==> src/rtl/draw_cmd_scheduler_if.sv <==
// Handshake bundle between the register-side command source, the scheduler and drawunit.
// The scheduler is the slave: it receives pushes and answers drawunit's ack/done.
interface draw_cmd_scheduler_if;
  logic [7:0]   s_command;
  logic [255:0] s_data;
  logic         s_valid;
  logic         s_ready;
  logic [7:0]   m_command;
  logic [255:0] m_data;
  logic         m_commit;
  logic         m_ack;
  logic         m_done;

  modport slave (
    input  s_command, s_data, s_valid, m_ack, m_done,
    output s_ready, m_command, m_data, m_commit
  );

  modport master (
    output s_command, s_data, s_valid, m_ack, m_done,
    input  s_ready, m_command, m_data, m_commit
  );
endinterface

==> src/rtl/draw_cmd_scheduler.sv <==
// Draw command queue: buffers RECT commands and issues them to drawunit one at a time
// over the commit/ack/done handshake; unsupported opcodes are dropped and flagged.
module draw_cmd_scheduler #(
  parameter int unsigned DEPTH = 4,
  parameter int unsigned CNT_W = 16
) (
  input  logic                     clk,
  input  logic                     rst_n,
  draw_cmd_scheduler_if.slave      bus,
  input  logic                     flush,
  input  logic                     clear_err,
  output logic [$clog2(DEPTH):0]   fifo_level,
  output logic                     busy,
  output logic [CNT_W-1:0]         done_count,
  output logic                     err_bad_cmd
);
  localparam int unsigned AW = $clog2(DEPTH);
  localparam int unsigned LW = AW + 1;
  localparam logic [7:0]  OP_RECT = 8'h01;

  typedef enum logic [1:0] {S_IDLE, S_ISSUE, S_WAIT, S_RECOVER} state_e;

  state_e             state_q;
  logic [263:0]       mem_q [DEPTH];
  logic [AW-1:0]      wr_ptr_q, rd_ptr_q;
  logic [LW-1:0]      level_q, level_d;
  logic [7:0]         cmd_q;
  logic [255:0]       data_q;
  logic               commit_q;
  logic [CNT_W-1:0]   done_cnt_q;
  logic               err_q;
  logic               full, push_acc, push_ok, push_bad, pop;

  assign full     = (level_q == LW'(DEPTH));
  assign push_acc = bus.s_valid && bus.s_ready;
  assign push_ok  = push_acc && (bus.s_command == OP_RECT);
  assign push_bad = push_acc && (bus.s_command != OP_RECT);
  // Flush suppresses the IDLE pop so a flushed head entry is never issued.
  assign pop      = (state_q == S_IDLE) && (level_q != '0) && !flush;

  assign bus.s_ready   = !full && !flush;
  assign bus.m_command = cmd_q;
  assign bus.m_data    = data_q;
  assign bus.m_commit  = commit_q;
  assign fifo_level    = level_q;
  assign busy          = (state_q != S_IDLE) || (level_q != '0);
  assign done_count    = done_cnt_q;
  assign err_bad_cmd   = err_q;

  always_comb begin
    level_d = level_q;
    if (flush)
      level_d = '0;
    else if (push_ok && !pop)
      level_d = level_q + 1'b1;
    else if (!push_ok && pop)
      level_d = level_q - 1'b1;
  end

  always_ff @(posedge clk) begin
    if (push_ok)
      mem_q[wr_ptr_q] <= {bus.s_command, bus.s_data};
  end

  always_ff @(posedge clk) begin
    if (!rst_n) begin
      state_q    <= S_IDLE;
      wr_ptr_q   <= '0;
      rd_ptr_q   <= '0;
      level_q    <= '0;
      cmd_q      <= '0;
      data_q     <= '0;
      commit_q   <= 1'b0;
      done_cnt_q <= '0;
      err_q      <= 1'b0;
    end else begin
      level_q <= level_d;
      if (push_ok)
        wr_ptr_q <= wr_ptr_q + 1'b1;
      if (flush)
        rd_ptr_q <= wr_ptr_q;
      else if (pop)
        rd_ptr_q <= rd_ptr_q + 1'b1;

      if (push_bad)
        err_q <= 1'b1;
      else if (clear_err)
        err_q <= 1'b0;

      case (state_q)
        S_IDLE: begin
          if (pop) begin
            {cmd_q, data_q} <= mem_q[rd_ptr_q];
            commit_q        <= 1'b1;
            state_q         <= S_ISSUE;
          end
        end
        S_ISSUE: begin
          if (bus.m_ack) begin
            commit_q <= 1'b0;
            if (bus.m_done) begin
              done_cnt_q <= done_cnt_q + 1'b1;
              state_q    <= S_RECOVER;
            end else begin
              state_q <= S_WAIT;
            end
          end
        end
        S_WAIT: begin
          if (bus.m_done) begin
            done_cnt_q <= done_cnt_q + 1'b1;
            state_q    <= S_RECOVER;
          end
        end
        S_RECOVER: state_q <= S_IDLE;
        default:   state_q <= S_IDLE;
      endcase
    end
  end
endmodule

==> src/flat_wrapper.sv <==
// flat-port wrapper written by rule: the top's interface ports become plain ports
module draw_cmd_scheduler_flat 
#(
  parameter int unsigned DEPTH = 4,
  parameter int unsigned CNT_W = 16
)
  (clk, rst_n, flush, clear_err, fifo_level, busy, done_count, err_bad_cmd, bus_s_command, bus_s_data, bus_s_valid, bus_m_ack, bus_m_done, bus_s_ready, bus_m_command, bus_m_data, bus_m_commit);
  draw_cmd_scheduler_if bus_i ();
  input  logic clk;
  input  logic rst_n;
  input  logic flush;
  input  logic clear_err;
  output logic [$clog2(DEPTH):0] fifo_level;
  output logic busy;
  output logic [CNT_W-1:0] done_count;
  output logic err_bad_cmd;
  input wire logic [$bits(bus_i.s_command)-1:0] bus_s_command;
  input wire logic [$bits(bus_i.s_data)-1:0] bus_s_data;
  input wire logic [$bits(bus_i.s_valid)-1:0] bus_s_valid;
  input wire logic [$bits(bus_i.m_ack)-1:0] bus_m_ack;
  input wire logic [$bits(bus_i.m_done)-1:0] bus_m_done;
  output wire logic [$bits(bus_i.s_ready)-1:0] bus_s_ready;
  output wire logic [$bits(bus_i.m_command)-1:0] bus_m_command;
  output wire logic [$bits(bus_i.m_data)-1:0] bus_m_data;
  output wire logic [$bits(bus_i.m_commit)-1:0] bus_m_commit;
  assign bus_i.s_command = bus_s_command;
  assign bus_i.s_data = bus_s_data;
  assign bus_i.s_valid = bus_s_valid;
  assign bus_i.m_ack = bus_m_ack;
  assign bus_i.m_done = bus_m_done;
  assign bus_s_ready = bus_i.s_ready;
  assign bus_m_command = bus_i.m_command;
  assign bus_m_data = bus_i.m_data;
  assign bus_m_commit = bus_i.m_commit;
  draw_cmd_scheduler #(.DEPTH(DEPTH), .CNT_W(CNT_W)) u_core (.clk(clk), .rst_n(rst_n), .bus(bus_i), .flush(flush), .clear_err(clear_err), .fifo_level(fifo_level), .busy(busy), .done_count(done_count), .err_bad_cmd(err_bad_cmd));
endmodule
==> config.mk <==
export PLATFORM = sky130hd
export DESIGN_NAME = draw_cmd_scheduler_flat
export DESIGN_NICKNAME = d
export VERILOG_FILES = /design/src/rtl/draw_cmd_scheduler_if.sv /design/src/rtl/draw_cmd_scheduler.sv /design/src/flat_wrapper.sv
export SDC_FILE = /design/constraint.sdc
export NUM_CORES = 1
export LEC_CHECK = 0
export CORE_AREA = 2 2 359 397
export DETAILED_ROUTE_END_ITERATION = 12
export DIE_AREA = 0 0 361 399
export DONT_BUFFER_PORTS = 1
export PLACE_DENSITY_LB_ADDON = 0.08
export SYNTH_ARGS = -nofsm -noshare
export SYNTH_HDL_FRONTEND = slang
export SYNTH_SLANG_ARGS = --single-unit
==> constraint.sdc <==
create_clock -name clk -period 9.38 [get_ports clk]
set_input_delay 1.407 -clock clk [delete_from_list [all_inputs] [get_ports clk]]
set_output_delay 1.407 -clock clk [all_outputs]
set_load 0.05 [all_outputs]
==> flow_summary.yaml, run 1 <==
cts:
  h-tree-depth: 4
  cts_tree: "yes"
  clk_pin_slew_ns: 0.07
  root_buffer: "clkbuf_16"
  cts_buffers: 148
  cts_buffer_depth: 3
  cts_resized: 0
  cts_sinks: 1347
  clk_latency_ns: 0.76
  hold_buffers: 0
  cts_setup_buffers: 0
sta:
  rsz0062_at_grt: "false"
  hold_viol: 0
  min_period_over_period_pct: 52.9
  slew_viol_final: 0
  tightest_slew_ns: 1.30
  maxSlewHeadroom_pct: 13.1
  fmaxAchievable_mhz: 202
  period_needed_ns: 4.96
  setup_viol: 0
  finalClockSkew_ns: 0.0271
  setup_tns_ns: 0
  fin_ws_ns: 4.42
yosys:
  synth-seq-cells: 1347
  syn_inst: 2692
  synthTopCellsByCount: "edfxtp_1 (1056), nand2_1 (544), dfxtp_1 (291), a21oi_1 (272), mux4_2 (264)"
  yosys_warnings: 0
  synth_top_area_share_pct: 65.1
  synth_flop_cell: "edfxtp_1"
  yosysSeqAreaShare_pct: 77.1
  syn_area_sq_um: 48700
  synth_top_area_cell: "edfxtp_1"
  synthDistinctLibCells: 46
  synth_edf_count: 1056
  syn_avg_cell_area_sq_um: 18.1
  async_flop_share_pct: 0
  syn_nets: 2974
  synthTopCellsByArea: "edfxtp_1 (65%), mux4_2 (12%), dfxtp_1 (12%)"
  synth_most_common_cell: "edfxtp_1"
placement:
  portBuffers: 0
  gp_congestion: 0.719
  hpwl_mm: 68.0
  dpl-instance-area_sq_um: 50400
  dp_worst_setup_slack_ns: 4.02
floorplanning:
  io_pins: 558
  initial_core_util_pct: 34.9
  dieWidth_um: 361
  rows: 144
  die-area_sq_um: 144000
  fp.coreArea_sq_um: 140000
  die_h_um: 399
routing:
  drt_iter0_markers: 1443
  wl_mm: 118
  ant_nets: 0
  drc: 0
  drt-pass1-iter-count: 5
  vias: 23300
  vias_per_cell: 4.99
  route.detailed.wl_per_inst_um: 25.4
global_routing:
  busiest_layer: "met2"
  grt_use_met2_pct: 27.1
  track_usage_pct: 16.4
  antenna_found_initial: 3
  grt_max_degree: 141
  grt_pass1_wl_mm: 172
  met1_usage_pct: 18.3
  grt_pass1_vias: 24700
  gr-total-overflow: 0
  gr-usage-met3_pct: 8.09
job:
  maxCapViolCount: 0
min_path:
  hp-class: "reg2reg"
critical_path:
  criticalPathCategory: "reg2reg"
  slowest_stage: "dfxtp_1"
  path_max_fanout: 64
  cp-end-kind: "flop"
  path_cells: "nor2_1 -> a21oi_2 -> and4_1 -> and2_4 -> buf_4"
  r2r_slack_ns: 4.42
  worstPathArrival_ns: 5.32
  worst_path_largest_cell_delay_ns: 0.96
  required_ns: 9.74
  crit_path_start_kind: "flop"
power_and_ir_drop:
  powerDensity_nw_per_um2: 227
  leakage_nw: 16.7
  peakVddDrop_mv: 0.170
cells_and_area:
  drive_gt1_share_pct: 18.4
  final_area_sq_um: 55300
  syn_to_final_growth_pct: 13.5
  n_fill_cell: 12600
  nets: 2994
run_status:
  status: "complete, no violations"
==> worst max-delay path, delay by kind of cell, from the launching register on <==
kind / cells / cell delay [ns]
simple gates: 3 / 1.68
flops: 1 / 0.96
buf+inv: 1 / 0.96
compound gates: 1 / 0.86
==> layout make-up <==
type	instances	area (sq um)	area share, %
tap	1825	2280	4.13
multi-input combinational	1183	10200	18.4
clock buffer	225	4300	7.78
clock inverter	49	619	1.12
timing repair buffer	22	303	0.548
sequential	1347	37500	67.9
inverter	10	52.6	0.0950
antenna	1	2.50	0.00453
==> placed cells by master (no fill, tap or decap), drive strengths merged, types with 10 or more instances in the layout <==
| cell type | count |
|---|---|
| edfxtp | 1056 |
| nand2 | 544 |
| dfxtp | 291 |
| a21oi | 272 |
| mux4 | 264 |
| clkbuf | 225 |
| clkinv | 27 |
| buf | 22 |
| nor2 | 17 |
| inv | 17 |
| bufinv | 12 |
| ha | 10 |
==> path summary, 6_finish.rpt <==
| kind | startpoint | to | cells past startpoint |
|---|---|---|---|
| max reg2reg | u_core.fifo_level[0]$_SDFFE_PP0P_ | u_core.mem_q[2][60]$_DFFE_PP_ | 5 |
| min | u_core.state_q[1]$_SDFFE_PN0P_ | u_core.state_q[1]$_SDFFE_PN0P_ | 2 |
| max | u_core.fifo_level[0]$_SDFFE_PP0P_ | u_core.mem_q[2][60]$_DFFE_PP_ | 5 |
| min reg2reg | u_core.state_q[1]$_SDFFE_PN0P_ | u_core.state_q[1]$_SDFFE_PN0P_ | 2 |
==> power breakdown <==
| group | switching, mW | leakage, nW | internal, mW |
|---|---|---|---|
| logic | 0.133 | 2.44 | 0.110 |
| registers | 0.0196 | 11.8 | 6.43 |
| clock network | 2.32 | 2.40 | 3.50 |
==> registers in the layout (all words and copies together), names as in the netlist <==
| signal | flops |
|---|---|
| u_core.state_q | 2 |
| u_core.bus.m_data | 256 |
| u_core.bus.m_command | 8 |
| u_core.fifo_level | 3 |
| u_core.mem_q | 1056 |
| u_core.err_bad_cmd | 1 |
| u_core.wr_ptr_q | 2 |
| u_core.bus.m_commit | 1 |
| u_core.done_count | 16 |
| u_core.rd_ptr_q | 2 |
==> kinds of logic (layout without fill, tap and decap cells) <==
kind of cell    Yosys count  in the layout  synth area share (%)
xor+xnor                 13             13                 0.234
mux                     272            272                  12.4
fa+ha+maj                11             11                 0.298
other cells               0              1                     0
buf+inv                 162            306                  2.04
compound gates          289            289                  3.09
simple gates            598            598                  4.89
flops                  1347           1347                  77.1
==> through the flow <==
stage                     utilization, %  total power [mW]  cells  hold WS (ns)
after global placement              36.1              6.83   4387         0.470
final                               39.6              12.5   4662         0.495
after detailed placement            36.1              6.83   4387         0.490
after CTS                           39.6              12.7   4661         0.498
after global routing                39.6              13.0   4661         0.536
after floorplan                        -              6.78   2692         0.460
==> routing by layer <==
| metal | routed length (um) | part of all wire (%) | vias up |
|---|---|---|---|
| met1 | 44900 | 38 | 12100 |
| met2 | 57600 | 49 | 620 |
| li1 | - | - | 10400 |
| met3 | 12300 | 10 | 185 |
| met4 | 3520 | 3.0 | 0 |
| met5 | 0 | 0 | - |
No activity file was read; power rests on OpenSTA's default activity.
==> inputs of run 2 (changes only) <==
==> constraint.sdc (replaced) <==
create_clock -name clk -period 5.2 [get_ports clk]
set_input_delay 0.78 -clock clk [delete_from_list [all_inputs] [get_ports clk]]
set_output_delay 0.78 -clock clk [all_outputs]
set_load 0.05 [all_outputs]
==> run 2 against run 1 <==
Against the previous run:
- maximum frequency increased by 22%
- clock power increased by 75%
- sequential share of layout area decreased by 0.27 points
- clock skew rose by 0.012 ns
- die area unchanged
- routed wire length grew 1.7%
- flip-flop and latch count unchanged
- total power rose by 78%
- highest routed layer unchanged
- critical path type unchanged
- worst hold slack got worse by 0.41 ns
- critical path depth up 1
- cell area is 0.40% higher
==> flow_summary.yaml, run 2 (synthesized netlist as in run 1, its figures left out) <==
cells_and_area:
  final_cells: 4692
  top_register: "u_core.mem_q"
  largest_reg_flops: 1056
  final_cell_mix: "edfxtp_1 (1056), nand2_1 (544), dfxtp_1 (289)"
  nets: 3024
  n_fill_cell: 12600
  multi_input_area_sq_um: 10200
  final_common_cell: "edfxtp_1"
  fin_util_pct: 39.8
  syn_to_final_growth_pct: 14.0
  regArea_sq_um: 37500
  drive_gt1_share_pct: 19.9
cts:
  cts_setup_buffers: 0
  cts_sinks: 1347
  cts_tree: "yes"
  hold_buffers: 0
  cts_buffers: 146
  root_buffer: "clkbuf_16"
  h-tree-depth: 4
  cts_buffer_depth: 3
  clk_pin_slew_ns: 0.06
  cts_resized: 0
  clk_latency_ns: 0.78
critical_path:
  path_max_fanout: 37
  cp_common_cell: "buf_4"
  slowest_stage: "dfxtp_1"
  path_cells: "nor2_1 -> a21oi_2 -> buf_4 -> and4_1 -> and2_4 -> buf_4"
  worst_path_largest_cell_delay_ns: 0.91
  criticalPathCategory: "reg2reg"
  required_ns: 5.60
  r2r_slack_ns: 1.14
  worstPathArrival_ns: 4.46
  cp-end-kind: "flop"
  crit_path_start_kind: "flop"
routing:
  drt_iter0_markers: 1341
  route.detailed.wl_per_inst_um: 25.6
  vias_per_cell: 5.00
  vias: 23500
  drc: 0
  wl_mm: 120
  ant_nets: 0
  drt-pass1-iter-count: 7
global_routing:
  track_usage_pct: 16.6
  grt_pass1_wl_mm: 174
  grt_pass1_vias: 24800
  grt_max_degree: 138
  gr-total-overflow: 0
  antenna_found_initial: 6
power_and_ir_drop:
  peakVddDrop_mv: 0.288
  leakage_nw: 16.8
  powerDensity_nw_per_um2: 402
floorplanning:
  rows: 144
  die_h_um: 399
  dieWidth_um: 361
  fp.coreArea_sq_um: 140000
  io_pins: 558
  initial_core_util_pct: 34.9
  die-area_sq_um: 144000
sta:
  fmaxAchievable_mhz: 247
  rsz0062_at_grt: "false"
  hold_slack_ns: 0.0885
  min_period_over_period_pct: 78.0
  setup_tns_ns: 0
  period_needed_ns: 4.06
  slew_viol_final: 0
  hold_viol: 0
  finalClockSkew_ns: 0.0389
  setup_viol: 0
  tightest_slew_ns: 1.14
  fin_ws_ns: 1.14
  maxSlewHeadroom_pct: 24.0
min_path:
  hp-class: "in2reg"
placement:
  hpwl_mm: 74.8
  dp_worst_setup_slack_ns: 1.02
  gp_congestion: 0.744
  placed_cells: 4419
  portBuffers: 0
run_status:
  status: "complete, no violations"
job:
  maxCapViolCount: 0
-- run 2: cell count changes in the layout (fill, tap and decap cells not counted), moves of 6 or more --
cell / before / now
clkbuf_1: 53 / 33
clkinv_2: 17 / 35
bufinv_16: 12 / 6
buf_12: 11 / 17
buf_4: 11 / 37
-- run 2: layout make-up --
cell class | count | share of cell area (%)
antenna | 1 | 0.00451
clock buffer | 203 | 7.48
clock inverter | 69 | 1.22
inverter | 10 | 0.0947
multi-input combinational | 1183 | 18.4
sequential | 1347 | 67.6
tap | 1825 | 4.11
timing repair buffer | 54 | 1.11
-- run 2: metal layers --
metal	up-vias	GRT usage, %	wire, um
met3	158	7.43	11800
met4	0	5.55	3270
met1	12200	19.1	46300
met5	-	0	0
met2	641	27.5	58900
li1	10500	-	-
-- run 2: worst paths after layout --
path	from	endpoint	cells past startpoint
max	u_core.fifo_level[0]$_SDFFE_PP0P_	u_core.mem_q[2][145]$_DFFE_PP_	6
min	bus_s_data[101]	u_core.mem_q[2][101]$_DFFE_PP_	0
max reg2reg	u_core.fifo_level[0]$_SDFFE_PP0P_	u_core.mem_q[2][145]$_DFFE_PP_	6
min reg2reg	u_core.state_q[1]$_SDFFE_PN0P_	u_core.state_q[1]$_SDFFE_PN0P_	2
-- run 2: report_power, final --
| group | internal, mW | total (mW) | switching, mW |
|---|---|---|---|
| sequential | 11.6 | 11.6 | 0.0369 |
| clock | 5.94 | 10.2 | 4.29 |
| combinational | 0.204 | 0.455 | 0.251 |
-- run 2: worst max-delay path, delay by kind of cell (launching register included) --
kind,cells,cell delay (ns)
compound gates,1,0.38
buf+inv,2,0.87
flops,1,0.91
simple gates,3,1.48
-- run 2: metrics by stage --
step | total power, mW | cell area, sq um
after global placement | 12.3 | 50700
after CTS | 22.7 | 55500
after global routing | 23.1 | 55500
after detailed placement | 12.3 | 50700
after floorplan | 12.2 | 48700
final | 22.3 | 55500
